File: config.mk
export PLATFORM = sky130hd
export DESIGN_NAME = fp_div_dispatch
export DESIGN_NICKNAME = d
export VERILOG_FILES = /design/src/rtl/fp_div_pkg.sv /design/src/rtl/fp_sync_fifo.sv /design/src/rtl/fp_div_dispatch.sv
export SDC_FILE = /design/constraint.sdc
export NUM_CORES = 1
export LEC_CHECK = 0
export CAP_MARGIN = 25
export CORE_MARGIN = 5
export CORE_UTILIZATION = 30
export CTS_CLUSTER_SIZE = 10
export DETAILED_ROUTE_END_ITERATION = 10
export GPL_ROUTABILITY_DRIVEN = 0
export GPL_TIMING_DRIVEN = 0
export PLACE_DENSITY = 0.58
export SLEW_MARGIN = 0
export SYNTH_ARGS = -nofsm -noshare
export SYNTH_HDL_FRONTEND = slang
export SYNTH_SLANG_ARGS = --single-unit
File: constraint.sdc
create_clock -name clk -period 4.5 [get_ports clk]
set_input_delay 0.45 -clock clk [delete_from_list [all_inputs] [get_ports clk]]
set_output_delay 0.45 -clock clk [all_outputs]
set_load 0.05 [all_outputs]
File: src/rtl/fp_div_pkg.sv
// -----------------------------------------------------------------------------
// fp_div_pkg
// Shared types and constants for the divider dispatch stage.
//   FP_W       : IEEE-754 single-precision word width
//   FP_QNAN    : quiet NaN returned when a request is abandoned on timeout
//   divState_t : dispatch FSM states
//   fp_pair_t  : one queued operand pair {dividend, divisor}
// -----------------------------------------------------------------------------
package fp_div_pkg;

   localparam int FP_W = 32;
   localparam logic [FP_W-1:0] FP_QNAN = 32'h7FC00000;

   typedef enum logic [1:0] {
      IDLE,
      WAIT,
      RESP
   } divState_t;

   typedef struct packed {
      logic [FP_W-1:0] a;
      logic [FP_W-1:0] b;
   } fp_pair_t;

endpackage

File: src/rtl/fp_sync_fifo.sv
// -----------------------------------------------------------------------------
// fp_sync_fifo
// Single-clock FIFO with first-word-fall-through read data.
//   clk, resetn : clock, asynchronous active-low reset (pointers/count only)
//   iPush/iData : write request; ignored while full
//   iPop/oData  : read request; oData always shows the head entry
//   oFull/oEmpty: status flags
//   oLevel      : occupancy, 0..DEPTH
// DEPTH must be a power of two so the pointers wrap naturally.
// -----------------------------------------------------------------------------
module fp_sync_fifo #(
   parameter int WIDTH = 64,
   parameter int DEPTH = 4
) (
   input  logic                     clk,
   input  logic                     resetn,
   input  logic                     iPush,
   input  logic [WIDTH-1:0]         iData,
   input  logic                     iPop,
   output logic [WIDTH-1:0]         oData,
   output logic                     oFull,
   output logic                     oEmpty,
   output logic [$clog2(DEPTH):0]   oLevel
);

   localparam int AW = $clog2(DEPTH);

   logic [WIDTH-1:0] mem [DEPTH];
   logic [AW-1:0]    wrPtr;
   logic [AW-1:0]    rdPtr;
   logic [AW:0]      count;
   logic             doPush;
   logic             doPop;

   assign oFull  = (count == (AW+1)'(DEPTH));
   assign oEmpty = (count == '0);
   // Fullness alone gates a push: a same-cycle pop does not make room.
   assign doPush = iPush && !oFull;
   assign doPop  = iPop && !oEmpty;

   // Storage carries no reset; only the pointers define what is valid.
   always_ff @(posedge clk) begin
      if (doPush) begin
         mem[wrPtr] <= iData;
      end
   end

   always_ff @(posedge clk or negedge resetn) begin
      if (!resetn) begin
         wrPtr <= '0;
         rdPtr <= '0;
         count <= '0;
      end else begin
         if (doPush) begin
            wrPtr <= wrPtr + 1'b1;
         end
         if (doPop) begin
            rdPtr <= rdPtr + 1'b1;
         end
         case ({doPush, doPop})
            2'b10:   count <= count + 1'b1;
            2'b01:   count <= count - 1'b1;
            default: count <= count;
         endcase
      end
   end

   assign oData  = mem[rdPtr];
   assign oLevel = count;

endmodule

File: src/rtl/fp_div_dispatch.sv
// -----------------------------------------------------------------------------
// fp_div_dispatch
// Issue stage in front of float_point_divide. Queues operand pairs, issues one
// at a time as a single-cycle pulse, waits for done (or gives up after TIMEOUT
// WAIT cycles) and returns quotients in request order.
//   clk, resetn           : clock, asynchronous active-low reset
//   iReqValid/oReqReady   : request handshake, operands iReqA / iReqB
//   oDivA/oDivB/oDivValid : operands and issue pulse to the divider
//   iDivDone/iDivZ        : divider completion strobe and quotient
//   oRspValid/iRspReady   : response handshake, oRspZ quotient, oRspErr timeout
//   oBusy                 : FSM not idle or queue not empty
//   oLevel                : queue occupancy
// -----------------------------------------------------------------------------
module fp_div_dispatch
   import fp_div_pkg::*;
#(
   parameter int DEPTH   = 4,
   parameter int TIMEOUT = 64
) (
   input  logic                     clk,
   input  logic                     resetn,
   input  logic                     iReqValid,
   output logic                     oReqReady,
   input  logic [FP_W-1:0]          iReqA,
   input  logic [FP_W-1:0]          iReqB,
   output logic [FP_W-1:0]          oDivA,
   output logic [FP_W-1:0]          oDivB,
   output logic                     oDivValid,
   input  logic                     iDivDone,
   input  logic [FP_W-1:0]          iDivZ,
   output logic                     oRspValid,
   input  logic                     iRspReady,
   output logic [FP_W-1:0]          oRspZ,
   output logic                     oRspErr,
   output logic                     oBusy,
   output logic [$clog2(DEPTH):0]   oLevel
);

   localparam int TW = (TIMEOUT > 2) ? $clog2(TIMEOUT) : 1;
   localparam logic [TW-1:0] T_LAST = TW'(TIMEOUT - 1);

   divState_t       state;
   divState_t       stateNext;
   logic [TW-1:0]   tmoCnt;
   logic [TW-1:0]   tmoCntNext;
   logic [FP_W-1:0] divANext;
   logic [FP_W-1:0] divBNext;
   logic            divValidNext;
   logic            rspValidNext;
   logic [FP_W-1:0] rspZNext;
   logic            rspErrNext;

   fp_pair_t reqPair;
   fp_pair_t headPair;
   logic     fifoFull;
   logic     fifoEmpty;
   logic     fifoPop;

   assign reqPair.a = iReqA;
   assign reqPair.b = iReqB;

   fp_sync_fifo #(
      .WIDTH ($bits(fp_pair_t)),
      .DEPTH (DEPTH)
   ) uFifo (
      .clk    (clk),
      .resetn (resetn),
      .iPush  (iReqValid && oReqReady),
      .iData  (reqPair),
      .iPop   (fifoPop),
      .oData  (headPair),
      .oFull  (fifoFull),
      .oEmpty (fifoEmpty),
      .oLevel (oLevel)
   );

   assign oReqReady = !fifoFull;
   assign oBusy     = (state != IDLE) || !fifoEmpty;

   always_comb begin
      stateNext    = state;
      tmoCntNext   = tmoCnt;
      divANext     = oDivA;
      divBNext     = oDivB;
      divValidNext = 1'b0;      // issue strobe lasts exactly one cycle
      rspValidNext = oRspValid;
      rspZNext     = oRspZ;
      rspErrNext   = oRspErr;
      fifoPop      = 1'b0;

      case (state)
         IDLE: begin
            if (!fifoEmpty) begin
               fifoPop      = 1'b1;
               divANext     = headPair.a;
               divBNext     = headPair.b;
               divValidNext = 1'b1;
               tmoCntNext   = '0;
               stateNext    = WAIT;
            end
         end
         WAIT: begin
            // Done wins over timeout, even in the issue-pulse cycle.
            if (iDivDone) begin
               rspZNext     = iDivZ;
               rspErrNext   = 1'b0;
               rspValidNext = 1'b1;
               stateNext    = RESP;
            end else if (tmoCnt == T_LAST) begin
               rspZNext     = FP_QNAN;
               rspErrNext   = 1'b1;
               rspValidNext = 1'b1;
               stateNext    = RESP;
            end else begin
               tmoCntNext = tmoCnt + 1'b1;
            end
         end
         RESP: begin
            if (iRspReady) begin
               rspValidNext = 1'b0;
               stateNext    = IDLE;
            end
         end
         default: begin
            stateNext = IDLE;
         end
      endcase
   end

   always_ff @(posedge clk or negedge resetn) begin
      if (!resetn) begin
         state     <= IDLE;
         tmoCnt    <= '0;
         oDivA     <= '0;
         oDivB     <= '0;
         oDivValid <= 1'b0;
         oRspValid <= 1'b0;
         oRspZ     <= '0;
         oRspErr   <= 1'b0;
      end else begin
         state     <= stateNext;
         tmoCnt    <= tmoCntNext;
         oDivA     <= divANext;
         oDivB     <= divBNext;
         oDivValid <= divValidNext;
         oRspValid <= rspValidNext;
         oRspZ     <= rspZNext;
         oRspErr   <= rspErrNext;
      end
   end

endmodule

==> reports/metrics.cfg, run 1 <==
[status]
run_status = complete, no violations

[sta]
worst_slew_pin_slew_ps = 716.6
achievable-frequency_ghz = 0.3547
timing.final.crit_share_pct = 62.64
timing.setup.tns_ps = 0
hold_viol_final = 0
unrepaired_setup_endpoints_after_global_routing = false
period_minus_slack_ps = 2819
slew_headroom_pct = 52.22
timing.clock.skew_ps = 12.68
final-max-slew-violation-count = 0
timing.final.setup_violations = 0

[die]
core_um2 = 45190
top_level_ports = 205
floorplan.die.height_um = 223.3
start_util_pct = 30.20
num_rows = 78
dieArea_um2 = 49860
dieWidth_um = 223.3

[clock_tree]
cts-htree-levels = 2
clock_tree_sinks = 370
post_cts_buffers = 0
tritoncts = yes
clk-insertion-delay-late_ps = 560
clkTransAtPathRegs_ps = 50
tritoncts.num_buffers = 44
max-clock-path-buffers = 3
cts_root_buffer = sky130_fd_sc_hd__clkbuf_16

[power_and_ir_drop]
power.total_mw = 13.86
leakage_nw = 6.632
peakVddDrop_mv = 0.4633
powerDensity_nw_per_um2 = 773.9

[worst_hold_path]
type_of_the_worst_min_delay_path = reg -> reg

[drt]
drt.antenna.violating_nets = 0
dr.pass1.iters = 4
drtIter0Drc = 379
remaining_drc_errors = 0
average_routed_wire_per_standard_cell_um = 19.02
vias_per_cell = 4.489
postRouteWirelength_um = 31530
number_of_vias_after_detailed_routing = 7442

[critical_path]
required_ps = 4940
worstSetupPathType = reg -> reg
crit_fanout = 11
timing.critical_path.arrival_ps = 3260
r2r_setup_slack_ps = 1680
worstSetupEndpointType = flip-flop
worst_setup_path_start_kind = flip-flop

[finish]
layout-drive-gt1-share_pct = 14.65
flow.area_growth_from_synthesis_pct = 31.20
finalCoreUtilization_pct = 39.63
diode_insertion_count_for_antenna_repair = 0
finalNetCount = 1131
final_layout_fill_cell_count = 4190
register_area_um2 = 10540
area_occupied_by_multi_input_gates_um2 = 2929

[global_route]
grt_antenna_before_repair = 2
grt_max_degree = 62
grt_remaining_overflow = 0
grt_pass1_wl_um = 48890
grt_usage_pct = 12.62
via_count_of_the_first_global_routing_pass = 8133

[placement]
dpl.hpwl_um = 19840
place.port_buffers = 204

[synthesis]
ys_ff_latch = 370
synthesis.nets = 875
synth_cell_types = 36
async_set_or_reset_flop_fraction_in_the_synthesized_netlist_pct = 30.81
syn_area_um2 = 13650
yosysSeqAreaShare_pct = 77.23
synthesis.area_per_instance_um2 = 17.79
dominantRegCellSynth = sky130_fd_sc_hd__edfxtp_1
post_synthesis_cell_count = 767
synth_edf_count = 256
yosys_warnings = 0

[job]
timing.max_cap.violations = 0

-- cells in the mapped netlist (2+ instances only) --
cell | count | area, um^2
sky130_fd_sc_hd__nor2_1 | 5 | 18.77
sky130_fd_sc_hd__edfxtp_1 | 256 | 7687
sky130_fd_sc_hd__ha_1 | 6 | 75.07
sky130_fd_sc_hd__inv_1 | 5 | 18.77
sky130_fd_sc_hd__o21ai_0 | 2 | 10.01
sky130_fd_sc_hd__or3_1 | 2 | 12.51
sky130_fd_sc_hd__nand3_1 | 9 | 45.04
sky130_fd_sc_hd__a22o_1 | 23 | 201.4
sky130_fd_sc_hd__nand2b_1 | 3 | 18.77
sky130_fd_sc_hd__nand2_1 | 200 | 750.7
sky130_fd_sc_hd__dfrtp_1 | 114 | 2853
sky130_fd_sc_hd__o22a_1 | 9 | 78.83
sky130_fd_sc_hd__mux4_2 | 64 | 1441
sky130_fd_sc_hd__mux2_2 | 2 | 22.52
sky130_fd_sc_hd__o21ai_1 | 3 | 15.01
sky130_fd_sc_hd__a21oi_1 | 2 | 10.01
sky130_fd_sc_hd__xnor2_1 | 6 | 52.55
sky130_fd_sc_hd__buf_2 | 18 | 90.09
sky130_fd_sc_hd__clkbuf_1 | 8 | 30.03
sky130_fd_sc_hd__buf_4 | 5 | 37.54
sky130_fd_sc_hd__and3_1 | 4 | 25.02
sky130_fd_sc_hd__and2_1 | 3 | 18.77
sky130_fd_sc_hd__buf_1 | 5 | 18.77
-- stage by stage --
| step | std cells | hold slack (ps) | worst slack (ps) | area (um^2) |
|---|---|---|---|---|
| after floorplan | 767 | 154.4 | 1227 | 13650 |
| after global placement | 1571 | 459.7 | -2213 | 16440 |
| after detailed placement | 1576 | 461.9 | 1561 | 16600 |
| after CTS | 1658 | 468.1 | 1549 | 17910 |
| after global routing | 1658 | 489.7 | 1413 | 17910 |
| final | 1658 | 470.1 | 1681 | 17910 |
-- kinds of logic (layout without fill, tap and decap cells) --
kind of cell             Yosys count  after routing  share of synthesized area, %
AO/OA/AOI/OAI                     45             45                         2.686
XOR/XNOR                           7              7                        0.4492
adder cells (fa/ha/maj)            7              7                        0.6967
buffers and inverters             42            333                         1.458
flip-flops                       370            370                         77.23
multiplexers                      66             66                         10.73
AND/OR/NAND/NOR                  230            230                         6.756
-- power breakdown --
part	internal, mW	switching, mW
logic	2.03	3.55
clock network	1.90	1.33
registers	4.68	0.374
-- worst max-delay path: stages, from the launching register on --
cell	delay, ps
sky130_fd_sc_hd__dfrtp_1	450
sky130_fd_sc_hd__nor3_1	300
sky130_fd_sc_hd__nand2b_1	150
sky130_fd_sc_hd__buf_2	320
sky130_fd_sc_hd__inv_2	70
sky130_fd_sc_hd__clkbuf_1	310
sky130_fd_sc_hd__ha_1	350
sky130_fd_sc_hd__fa_1	380
sky130_fd_sc_hd__xnor2_1	160
sky130_fd_sc_hd__nor2_1	60
sky130_fd_sc_hd__xor2_1	140
-- cell usage in the layout, fill, tap and decap left out, types with 2 or more instances in the layout --
| master | instances |
|---|---|
| sky130_fd_sc_hd__and3_4 | 5 |
| sky130_fd_sc_hd__and2_1 | 3 |
| sky130_fd_sc_hd__buf_16 | 5 |
| sky130_fd_sc_hd__ha_1 | 6 |
| sky130_fd_sc_hd__clkbuf_1 | 37 |
| sky130_fd_sc_hd__buf_4 | 5 |
| sky130_fd_sc_hd__clkbuf_16 | 45 |
| sky130_fd_sc_hd__mux4_2 | 64 |
| sky130_fd_sc_hd__buf_2 | 18 |
| sky130_fd_sc_hd__clkdlybuf4s50_1 | 203 |
| sky130_fd_sc_hd__inv_1 | 5 |
| sky130_fd_sc_hd__a21oi_1 | 2 |
| sky130_fd_sc_hd__inv_6 | 2 |
| sky130_fd_sc_hd__o22a_1 | 9 |
| sky130_fd_sc_hd__clkbuf_8 | 2 |
| sky130_fd_sc_hd__nand2_1 | 200 |
| sky130_fd_sc_hd__o21ai_0 | 2 |
| sky130_fd_sc_hd__buf_1 | 5 |
| sky130_fd_sc_hd__nor2_1 | 5 |
| sky130_fd_sc_hd__edfxtp_1 | 256 |
| sky130_fd_sc_hd__or3_1 | 2 |
| sky130_fd_sc_hd__nand2b_1 | 3 |
| sky130_fd_sc_hd__nand3_1 | 9 |
| sky130_fd_sc_hd__a22o_1 | 23 |
| sky130_fd_sc_hd__o21ai_1 | 3 |
| sky130_fd_sc_hd__dfrtp_1 | 114 |
| sky130_fd_sc_hd__xnor2_1 | 6 |
| sky130_fd_sc_hd__clkinv_2 | 2 |
| sky130_fd_sc_hd__mux2_2 | 2 |
-- what timing repair did --
item,in CTS,in global routing
hold buffers,1,0
endpoints found under the hold margin,60,0
resized for setup,0,0
-- sequential cells by signal, indices dropped and copies added (netlist names), 3 cells and up --
register      cells
uFifo.oLevel      3
oRspZ            32
tmoCnt            6
uFifo.mem       256
oDivA            32
oDivB            32
-- final cells by class --
class	instances	area share, %
Sequential cell	370	58.86
Multi-Input combinational cell	355	16.36
Timing Repair Buffer	210	12.24
Clock buffer	76	7.051
Tap cell	600	4.193
Buffer	36	0.9853
Clock inverter	5	0.1887
Inverter	6	0.1258
-- layer usage --
layer | track usage, % | routed length, um | share of wire [%]
met1 | 16.21 | 13790 | 44
met2 | 20.42 | 14670 | 47
met3 | 4.026 | 2290 | 7.3
met4 | 4.111 | 757 | 2.4
met5 | 0 | 27 | 0.086
-- final timing paths --
check / depth (start not counted) / endpoint / start
max: 10 / uFifo.oLevel[2] / uFifo.oLevel[0]
min: 2 / oDivA[7] / oDivA[7]
max reg2reg: 10 / uFifo.oLevel[2] / uFifo.oLevel[0]
min reg2reg: 2 / oDivA[7] / oDivA[7]
max in group asynchronous: 3 / oDivB[26] / resetn
min in group asynchronous: 2 / oDivA[23] / resetn
No activity file was read; power rests on OpenSTA's default activity.
==> run 2, diff against run 1 <==
--- a/config.mk
+++ b/config.mk
@@ -12,7 +12,7 @@
 export DETAILED_ROUTE_END_ITERATION = 10
 export GPL_ROUTABILITY_DRIVEN = 0
 export GPL_TIMING_DRIVEN = 0
-export PLACE_DENSITY = 0.58
+export PLACE_DENSITY = 0.6
 export SLEW_MARGIN = 0
 export SYNTH_ARGS = -nofsm -noshare
 export SYNTH_HDL_FRONTEND = slang
==> constraint.sdc (replaced) <==
create_clock -name clk -period 2.3 [get_ports clk]
set_input_delay 0.23 -clock clk [delete_from_list [all_inputs] [get_ports clk]]
set_output_delay 0.23 -clock clk [all_outputs]
set_load 0.05 [all_outputs]
==> run 2 against run 1 <==
Effect of this change:
- first-iteration DRC count is 11% higher
- maximum frequency up 31%
- combinational power up 99%
- via count up 0.30%
- critical path depth is 1 lower
==> reports/metrics.cfg, run 2 (synthesis results as in run 1) <==
[critical_path]
cpPeakStageDelay_ps = 450
crit_fanout = 13
required_ps = 2780
worst-path-buf-inv = 2
timing.critical_path.arrival_ps = 2630
worst_setup_path_start_kind = flip-flop
worstSetupPathType = reg -> reg
timing.critical_path.max_delay_family = adder cells
worstSetupEndpointType = flip-flop
worstPathCellList = nor3_4 -> nand2b_4 -> buf_12 -> inv_4 -> ha_2 -> fa_1 -> xnor2_1 -> nor2_1 -> xor2_1
critPathSlowestCell = sky130_fd_sc_hd__dfrtp_2

[finish]
flow.area_growth_from_synthesis_pct = 32.06
area_occupied_by_multi_input_gates_um2 = 2953
final_layout_fill_cell_count = 4180
regMostFlops = uFifo.mem
layout.cells.most_common_list = sky130_fd_sc_hd__edfxtp_1, sky130_fd_sc_hd__clkdlybuf4s50_1, sky130_fd_sc_hd__nand2_1, sky130_fd_sc_hd__dfrtp_1, sky130_fd_sc_hd__mux4_2
register_area_um2 = 10540
stdcell_area_um2 = 18020
finalNetCount = 1135
layout_commonest_cell = sky130_fd_sc_hd__edfxtp_1
largest_register_ff_count = 256
layout-drive-gt1-share_pct = 15.85
diode_insertion_count_for_antenna_repair = 0

[placement]
place.port_buffers = 204
dpl.hpwl_um = 19970
postPlaceCellArea_um2 = 16610

[die]
num_rows = 78
start_util_pct = 30.20
floorplan.die.height_um = 223.3
dieArea_um2 = 49860
core_um2 = 45190
dieWidth_um = 223.3
top_level_ports = 205

[power_and_ir_drop]
internal_power_mw = 17.06
clkPwrFrac_pct = 23.5
power.total_mw = 27.41
power_frac_seq_pct = 36.1
peakVddDrop_mv = 0.8241
p_sw_mw = 10.35
power.share.combinational_pct = 40.5
switching_share_pct = 37.76
leakage_nw = 6.679
powerDensity_nw_per_um2 = 1521

[sta]
worst_slew_pin_slew_ps = 787.5
whs_ps = 138.2
timing.setup.tns_ps = 0
timing.final.setup_violations = 0
achievable-frequency_ghz = 0.4652
hold_viol_final = 0
period_minus_slack_ps = 2149
final-max-slew-violation-count = 0
slew_headroom_pct = 47.50
timing.final.crit_share_pct = 93.45
timing.clock.skew_ps = 17.48

[drt]
vias_per_cell = 4.496
remaining_drc_errors = 0
dr.pass1.iters = 4
postRouteWirelength_um = 31670
number_of_vias_after_detailed_routing = 7464
drt.antenna.violating_nets = 0
average_routed_wire_per_standard_cell_um = 19.08
drtIter0Drc = 421

[clock_tree]
cts-htree-levels = 2
clkTransAtPathRegs_ps = 50
cts_root_buffer = sky130_fd_sc_hd__clkbuf_16
clk-insertion-delay-late_ps = 570
tritoncts = yes
max-clock-path-buffers = 3
clock_tree_sinks = 370
tritoncts.num_buffers = 44

[job]
timing.max_cap.violations = 0

[status]
run_status = complete, no violations

[global_route]
via_count_of_the_first_global_routing_pass = 8047
grt_pass1_wl_um = 48660
grt_remaining_overflow = 0
grt_max_degree = 88
grt_antenna_before_repair = 3
grt_usage_pct = 12.62

[worst_hold_path]
type_of_the_worst_min_delay_path = in -> async

run 2: changes by cell type in the layout (fill, tap and decap cells not counted), sizes merged:
cell	previous run	this run
buf	34	39
clkbuf	84	80
clkdlybuf4s50	203	201
bufinv	0	1
clkinv	2	3
dlygate4sd2	0	1
dlymetal6s2s	0	1
inv	9	8
run 2: cell type report:
| cell class | instances | area share (%) |
|---|---|---|
| tap | 600 | 4.165 |
| timing repair buffer | 215 | 12.37 |
| multi-input combinational | 355 | 16.38 |
| sequential | 370 | 58.50 |
| clock inverter | 6 | 0.4651 |
| inverter | 6 | 0.1388 |
| buffer | 35 | 1.041 |
| clock buffer | 73 | 6.935 |
run 2: timing repair:
action	4_1_cts	5_1_grt
hold endpoints to repair	93	0
endpoints found under the setup margin	3	2
pin swaps	1	3
hold buffers	1	0
buffers inserted	0	5
gates resized for setup	8	1
run 2: path summary, 6_finish.rpt:
path                                  from  slack (ps)         endpoint  cells past startpoint
setup / recovery           uFifo.oLevel[0]         150  uFifo.oLevel[2]                      9
max in group asynchronous           resetn        1370  uFifo.oLevel[1]                      3
setup reg to reg           uFifo.oLevel[0]         150  uFifo.oLevel[2]                      9
min in group clk                 iDivZ[18]         280        oRspZ[18]                      2
hold reg to reg                  oDivA[21]         470        oDivA[21]                      2
hold / removal                      resetn         140        oDivA[20]                      2
run 2: metrics by stage:
step | std cells | worst slack [ps] | utilization, %
global placement | 1571 | -4799 | 36.43
floorplan | 767 | 22.73 | -
CTS | 1655 | 15.28 | 39.80
global route | 1660 | -1.178 | 39.89
finish | 1660 | 150.6 | 39.89
detailed placement | 1576 | -417.5 | 36.77
run 2: metal layers:
| layer | track usage (%) | wire (um) | up-vias |
|---|---|---|---|
| li1 | - | - | 3406 |
| met1 | 16.50 | 13890 | 3784 |
| met2 | 20.51 | 14970 | 216 |
| met3 | 3.658 | 2103 | 52 |
| met4 | 3.874 | 661 | 6 |
| met5 | 0 | 45 | - |
run 2: power by group through the flow:
stage / Combinational, mW / Clock (mW) / Sequential, mW
after detailed placement: 11.2 / 0 / 10.0
after global placement: 11.0 / 0 / 10.0
after floorplan: 4.29 / 0 / 12.9
after CTS: 11.3 / 6.67 / 9.92
final: 11.1 / 6.43 / 9.89
after global routing: 11.9 / 6.97 / 10.1
